--- src/rtl/uart_tx_cfg.sv ---
// rtl/uart_tx_cfg.sv - configurable UART transmitter with a word queue in front of the frame FSM
// Define UART_TX_FIFO_EN for a FIFO_DEPTH-entry circular FIFO; otherwise a single holding register.
module uart_tx_cfg #(
    parameter int DATA_BITS  = 8,
    parameter int PARITY     = 0,
    parameter int STOP_BITS  = 1,
    parameter int FIFO_DEPTH = 4
) (
    input  logic                          clk,
    input  logic                          rst_n,
    input  logic                          baud_tick_1x,
    input  logic                          tx_valid,
    input  logic [DATA_BITS-1:0]          tx_data,
    output logic                          tx_ready,
    output logic                          tx_line,
    output logic                          tx_busy,
    output logic                          tx_done,
    output logic [$clog2(FIFO_DEPTH):0]   fifo_count
);

    localparam int CW = $clog2(FIFO_DEPTH) + 1;

    typedef enum logic [2:0] {
        ST_IDLE,
        ST_START,
        ST_DATA,
        ST_PARITY,
        ST_STOP
    } state_t;

    state_t                 state;
    logic [DATA_BITS-1:0]   shreg;
    logic [3:0]             bit_cnt;
    logic                   stop_cnt;
    logic                   par_bit;

    logic                   q_empty;
    logic [DATA_BITS-1:0]   q_head;
    logic                   push;
    logic                   pop;
    logic                   stop_done;

    assign push      = tx_valid & tx_ready;
    assign stop_done = (state == ST_STOP) && (stop_cnt == 1'(STOP_BITS - 1));
    // The head word leaves the queue on the same tick its start bit goes out.
    assign pop       = baud_tick_1x && !q_empty && ((state == ST_IDLE) || stop_done);

`ifdef UART_TX_FIFO_EN
    localparam int AW = $clog2(FIFO_DEPTH);

    logic [DATA_BITS-1:0] mem [FIFO_DEPTH];
    logic [AW-1:0]        wr_ptr;
    logic [AW-1:0]        rd_ptr;

    always_ff @(posedge clk or negedge rst_n) begin
        if (!rst_n) begin
            wr_ptr     <= '0;
            rd_ptr     <= '0;
            fifo_count <= '0;
        end else begin
            if (push)
                wr_ptr <= wr_ptr + 1'b1;
            if (pop)
                rd_ptr <= rd_ptr + 1'b1;
            if (push && !pop)
                fifo_count <= fifo_count + 1'b1;
            else if (pop && !push)
                fifo_count <= fifo_count - 1'b1;
        end
    end

    always_ff @(posedge clk) begin
        if (push)
            mem[wr_ptr] <= tx_data;
    end

    // Full blocks pushes even when a pop happens on the same edge.
    assign tx_ready = (fifo_count != CW'(FIFO_DEPTH));
    assign q_empty  = (fifo_count == '0);
    assign q_head   = mem[rd_ptr];
`else
    logic [DATA_BITS-1:0] hold_data;
    logic                 hold_valid;

    always_ff @(posedge clk or negedge rst_n) begin
        if (!rst_n) begin
            hold_data  <= '0;
            hold_valid <= 1'b0;
        end else if (push) begin
            hold_data  <= tx_data;
            hold_valid <= 1'b1;
        end else if (pop) begin
            hold_valid <= 1'b0;
        end
    end

    assign tx_ready   = !hold_valid;
    assign q_empty    = !hold_valid;
    assign q_head     = hold_data;
    assign fifo_count = CW'(hold_valid);
`endif

    always_ff @(posedge clk or negedge rst_n) begin
        if (!rst_n) begin
            state    <= ST_IDLE;
            shreg    <= '0;
            bit_cnt  <= '0;
            stop_cnt <= 1'b0;
            par_bit  <= 1'b0;
            tx_line  <= 1'b1;
            tx_busy  <= 1'b0;
            tx_done  <= 1'b0;
        end else begin
            tx_done <= 1'b0;
            if (baud_tick_1x) begin
                if (stop_done)
                    tx_done <= 1'b1;
                if (pop) begin
                    shreg   <= q_head;
                    par_bit <= (PARITY == 2) ? ~^q_head : ^q_head;
                    tx_line <= 1'b0;
                    tx_busy <= 1'b1;
                    state   <= ST_START;
                end else begin
                    case (state)
                        ST_IDLE: ;
                        ST_START: begin
                            tx_line <= shreg[0];
                            shreg   <= shreg >> 1;
                            bit_cnt <= '0;
                            state   <= ST_DATA;
                        end
                        ST_DATA: begin
                            if (bit_cnt == 4'(DATA_BITS - 1)) begin
                                if (PARITY != 0) begin
                                    tx_line <= par_bit;
                                    state   <= ST_PARITY;
                                end else begin
                                    tx_line  <= 1'b1;
                                    stop_cnt <= 1'b0;
                                    state    <= ST_STOP;
                                end
                            end else begin
                                tx_line <= shreg[0];
                                shreg   <= shreg >> 1;
                                bit_cnt <= bit_cnt + 1'b1;
                            end
                        end
                        ST_PARITY: begin
                            tx_line  <= 1'b1;
                            stop_cnt <= 1'b0;
                            state    <= ST_STOP;
                        end
                        ST_STOP: begin
                            if (stop_done) begin
                                tx_busy <= 1'b0;
                                state   <= ST_IDLE;
                            end else begin
                                stop_cnt <= stop_cnt + 1'b1;
                            end
                        end
                        default: state <= ST_IDLE;
                    endcase
                end
            end
        end
    end

endmodule

--- config.mk ---
export PLATFORM = sky130hd
export DESIGN_NAME = uart_tx_cfg
export DESIGN_NICKNAME = d
export VERILOG_FILES = /design/src/rtl/uart_tx_cfg.sv
export SDC_FILE = /design/constraint.sdc
export NUM_CORES = 1
export LEC_CHECK = 0
export ABC_AREA = 1
export CAP_MARGIN = 20
export CORE_UTILIZATION = 25
export CTS_CLUSTER_DIAMETER = 100
export DETAILED_ROUTE_END_ITERATION = 10
export PLACE_DENSITY = 0.42
export SETUP_SLACK_MARGIN = 0.05
export SYNTH_ARGS = -nofsm -noshare
export SYNTH_HDL_FRONTEND = slang
export SYNTH_SLANG_ARGS = --single-unit
--- constraint.sdc ---
create_clock -name clk -period 2.25 [get_ports clk]
set_input_delay 0.3375 -clock clk [delete_from_list [all_inputs] [get_ports clk]]
set_output_delay 0.3375 -clock clk [all_outputs]
set_load 0.005 [all_outputs]
==> results of run 1 <==
==> layout by cell type (no fill, tap or decap) <==
cell,n
bufinv_16,1
o21ai_2,3
o21bai_1,2
o21ai_0,1
dfrtp_1,27
mux2_2,8
nor2_4,2
nor3_1,2
clkbuf_8,3
nand4_1,7
nand2_4,3
ha_1,1
nand3_2,8
buf_4,2
inv_1,15
nand2_2,6
nor2_1,9
nor2_2,1
conb_1,2
o21ai_1,4
o21a_1,1
or2_2,2
dfstp_2,1
nand3_1,12
nand3_4,1
nand2_1,36
a21oi_1,1
clkdlybuf4s50_1,16
inv_2,1
==> layout make-up <==
type	instances	area, sq um
Sequential cell	28	702
Timing Repair Buffer	18	175
Multi-Input combinational cell	112	682
Clock inverter	1	30.0
Clock buffer	3	41.3
Tap cell	72	90.1
Fill cell	600	3890
Inverter	16	60.1
==> flip-flops by register name (all words and copies together) (netlist names) <==
| signal | count |
|---|---|
| hold_data | 8 |
| shreg | 8 |
| bit_cnt | 4 |
| state | 3 |
| hold_valid | 1 |
| stop_cnt | 1 |
| tx_busy | 1 |
| tx_done | 1 |
| tx_line | 1 |
==> power groups by stage <==
| stage | clock (mW) | combinational (mW) | sequential, mW |
|---|---|---|---|
| finish | 0.411 | 0.854 | 0.843 |
| global route | 0.449 | 0.972 | 0.874 |
| CTS | 0.428 | 0.873 | 0.846 |
| detailed placement | 0 | 0.871 | 0.854 |
| global placement | 0 | 0.857 | 0.856 |
| floorplan | 0 | 0.706 | 0.823 |
==> per-stage QoR <==
step,hold WS (ns),cell area (sq um),utilization,cells
6_report,0.432,1780,0.314,250
5_1_grt,0.453,1780,0.314,250
4_1_cts,0.446,1780,0.314,250
3_5_place_dp,0.475,1710,0.301,246
3_3_place_gp,0.469,1710,0.301,246
2_1_floorplan,0.0419,1510,-,162
==> cell families (layout without fill, tap and decap cells) <==
kind of cell / Yosys count / count (layout) / synth area share
other cells: 1 / 2 / 0.00249
fa+ha+maj: 1 / 1 / 0.00830
flops: 28 / 28 / 0.466
compound gates: 12 / 12 / 0.0523
buf+inv: 22 / 38 / 0.0846
mux: 8 / 8 / 0.0598
simple gates: 89 / 89 / 0.327
==> synth_stat cells (2+ instances only) <==
cell	number
nand2_1	36
dfrtp_1	27
inv_1	15
nand3_1	12
nor2_1	9
mux2_2	8
nand3_2	8
nand4_1	7
nand2_2	6
o21ai_1	4
buf_4	3
nand2_4	3
o21ai_2	3
nor2_4	2
nor3_1	2
o21bai_1	2
or2_2	2
==> layer usage <==
metal,vias up,global-route usage,share of wire
met5,-,0,0
met4,0,0.0327,0.013
met3,4,0.0331,0.041
met2,21,0.178,0.47
met1,502,0.120,0.48
li1,560,-,-
==> worst min path at each step <==
stage,endpoint,slack [ns],cells after the start
floorplan,bit_cnt[0],0.04,0
global placement,tx_done,0.47,1
detailed placement,tx_done,0.47,1
CTS,shreg[0],0.45,2
global route,shreg[0],0.45,2
finish,tx_busy,0.43,2
==> impl_metrics.toml, run 1 <==
[worst_setup_path]
path_class = "flop to output pin"
worstPathArrival_ns = 1.31
startpoint = "tx_line"
cp_max_fo = 2
crit_chain = "clkdlybuf4s50_1"
worstPathRequired_ns = 1.91
crit_family = "flip-flops"
timing.rr.end = "shreg[0]"
max_stage_delay_ns = 0.54
startpoint_type = "flop"
worstSetupEndpoint = "tx_line"
cp_slowest_cell = "dfstp_2"
r2r_slack_ns = 0.66
rr_worst_depth = 8
crit_buf_inv = 1
cp.depth = 1
worst_setup_path_end_kind = "output pin"
reg2reg_from = "bit_cnt[0]"

[synth]
synth_top_flop_cell = "dfrtp_1"
synth_top_area_frac = 0.448
ys_types = 29
synth_area_leaders = "dfrtp_1 45%, nand2_1 9.0%, mux2_2 6.0%"
async_flop_share = 1.00
seq_area_frac_synth = 0.466
synth_edf_count = 0
synth.largest_area_cell = "dfrtp_1"
synthCells = 161
yosys_register_bits = 28
ys_warn_count = 0
syn_area_sq_mm = 0.00151
synth_area_per_cell_sq_um = 9.36

[drt]
first_pass_iters = 4
post-route-drc-count = 0
routed_wl_mm = 2.80
detail_route.vias_per_cell = 4.35
ant_nets = 0
vias = 1087
drtIter0Drc = 23
wl_per_cell_um = 11.2

[sta]
slew_viol_final = 0
rsz0062_at_grt = "false"
fin_crit_sh = 0.733
fin_crit_ns = 1.65
finalSetupViolations = 0
fmax_ghz = 0.606
timing.final.ws_setup_ns = 0.600
final-hold-violation-count = 0
fin_skew_ns = 0.00490
tns_ns = 0

[die]
die_h_um = 79.7
coreArea_sq_mm = 0.00568
dieArea_sq_mm = 0.00635
initial_core_util = 0.266
boundaryPins = 19
row_count = 27
die_w_um = 79.7

[pwr]
total_power_mw = 2.11
comb_power_share = 0.405
peakVddDrop_mv = 0.418
switching_share = 0.373
pwr-share-clk = 0.195
pwr_density_cell_mw_per_mm2 = 1180
power_leakage_nw = 0.854
pwr-share-seq = 0.400
internal_power_mw = 1.32
p_sw_mw = 0.786

[cts]
root_buffer = "clkbuf_8"
clock_sinks = 28
clk_latency_ns = 0.28
cts.path.max_buffers = 2
postCtsHoldBufs = 0
cts_tree = "done"
postCtsSetupRepairBufs = 0
h-tree-depth = 1
clkTransAtPathRegs_ns = 0.10
cts_resized = 0
cts_buffers = 3

[grt]
grt_pass1_vias = 1091
grt.overflow.total = 0
track_usage = 0.103
grt_max_degree = 29
grt_first_pass_wirelength_mm = 4.93
antenna_found_initial = 0

[cells_and_area]
nets = 192
antennaDiodeCount = 0
drive_gt1_frac = 0.236
area_delta_synth_final_pct = 18.1

[place]
post-place-ws_ns = 0.584
dp_hpwl_mm = 2.04
gp_congestion = 0.762
io_buffers = 16

[run_status]
status = "complete, no violations"

[hold_path]
hp-class = "input pin to async pin"

[run]
max_cap_violations = 0
(Power assumes the default switching activity.)
==> inputs of run 2 (changes only) <==
--- a/config.mk
+++ b/config.mk
@@ -10,7 +10,7 @@
 export CORE_UTILIZATION = 25
 export CTS_CLUSTER_DIAMETER = 100
 export DETAILED_ROUTE_END_ITERATION = 10
-export PLACE_DENSITY = 0.42
+export PLACE_DENSITY = 0.44
 export SETUP_SLACK_MARGIN = 0.05
 export SYNTH_ARGS = -nofsm -noshare
 export SYNTH_HDL_FRONTEND = slang
==> constraint.sdc (replaced) <==
create_clock -name clk -period 1.4 [get_ports clk]
set_input_delay 0.21 -clock clk [delete_from_list [all_inputs] [get_ports clk]]
set_output_delay 0.21 -clock clk [all_outputs]
set_load 0.005 [all_outputs]
==> impl_metrics.toml, run 2 (synthesized netlist as in run 1, its figures left out) <==
[worst_setup_path]
cp_max_fo = 1
path_class = "flop to output pin"
worstPathArrival_ns = 1.09
startpoint_type = "flop"
worstPathRequired_ns = 1.19
cp_slowest_cell = "clkdlybuf4s50_1"
crit_chain = "clkdlybuf4s50_1"
crit_family = "buffers and inverters"
crit_buf_inv = 1
worst_setup_path_end_kind = "output pin"
max_stage_delay_ns = 0.49

[die]
coreArea_sq_mm = 0.00568
die_h_um = 79.7
boundaryPins = 19
dieArea_sq_mm = 0.00635
initial_core_util = 0.266
die_w_um = 79.7
row_count = 27

[place]
gp_congestion = 0.740
io_buffers = 16
dp_hpwl_mm = 2.19
post-place-ws_ns = -0.0611
placed_cells = 262

[sta]
timing.final.ws_setup_ns = 0.0966
final-hold-violation-count = 0
fmax_ghz = 0.767
fin_skew_ns = 0.00490
slew_viol_final = 0
finalSetupViolations = 0
fin_crit_sh = 0.931
fin_crit_ns = 1.30
rsz0062_at_grt = "false"

[drt]
first_pass_iters = 4
post-route-drc-count = 0
detail_route.vias_per_cell = 4.41
met1Wirelength_mm = 1.55
drtIter0Drc = 60
route.met3.wl_um = 118
vias = 1205
wl_per_cell_um = 11.6
ant_nets = 0
wl_met2_mm = 1.45
highest_layer = "met4"
routed_wl_mm = 3.16

[cells_and_area]
drive_gt1_frac = 0.378
reg.largest.list = "hold_data (8), shreg (8), bit_cnt (4)"
layout.cells.most_common = "nand2_1"
post-route-util = 0.359
nets = 215
area_delta_synth_final_pct = 35.0
most-common-layout-cells = "34 x nand2_1, 25 x dfrtp_1, 19 x buf_4"
fin_cells = 273
antennaDiodeCount = 0

[grt]
grt_max_degree = 29
grt.overflow.total = 0
grt_first_pass_wirelength_mm = 5.51
track_usage = 0.114
grt_pass1_vias = 1174
antenna_found_initial = 0

[pwr]
power_leakage_nw = 0.984
pwr_density_cell_mw_per_mm2 = 1870
peakVddDrop_mv = 0.620

[cts]
clock_sinks = 28
clk_latency_ns = 0.28
clkTransAtPathRegs_ns = 0.10
cts_tree = "done"
h-tree-depth = 1
cts_buffers = 3
postCtsHoldBufs = 0
root_buffer = "clkbuf_8"
cts.path.max_buffers = 2

[hold_path]
hp-class = "input pin to async pin"

[run_status]
status = "complete, no violations"

[run]
max_cap_violations = 0
-- run 2: worst paths after layout --
path / slack (ns) / end / startpoint / depth (start not counted)
setup / recovery: 0.1 / tx_done / tx_done / 1
hold / removal: 0.28 / stop_cnt / rst_n / 2
setup reg to reg: 0.11 / shreg[1] / bit_cnt[0] / 7
hold reg to reg: 0.48 / shreg[7] / hold_data[7] / 2
max in group asynchronous: 0.89 / tx_line / rst_n / 2
min in group clk: 0.48 / shreg[7] / hold_data[7] / 2
-- run 2: cell type report --
type | count | area, sq um
Clock buffer | 3 | 41.3
Sequential cell | 28 | 704
Clock inverter | 1 | 30.0
Tap cell | 72 | 90.1
Fill cell | 588 | 3640
Multi-Input combinational cell | 114 | 741
Inverter | 16 | 60.1
Timing Repair Buffer | 39 | 369
-- run 2: through the flow --
stage               hold WS [ns]  total power, mW  setup TNS, ns  cell area [sq um]
finish                     0.278             3.82              0               2040
floorplan                -0.0856             2.46              0               1510
global placement           0.460             3.04         -0.134               1870
CTS                        0.270             3.80              0               1980
global route               0.286             4.16              0               2040
detailed placement         0.463             3.06         -0.358               1870
-- run 2: timing repair --
action | in CTS | in global routing
endpoints found under the setup margin | 18 | 20
gates cloned | 1 | 1
setup buffers | 3 | 2
resized for setup | 6 | 14
-- run 2: metal layers --
metal	up-vias	global-route usage
met5	-	0
met4	0	0.0382
met3	5	0.0320
met2	19	0.188
met1	572	0.142
li1	609	-
-- run 2: where the power goes --
part / total [mW] / leakage [nW] / switching [mW] / internal [mW]
Combinational: 1.84 / 0.601 / 0.936 / 0.903
Clock: 0.645 / 0.0357 / 0.261 / 0.383
Sequential: 1.33 / 0.347 / 0.191 / 1.14
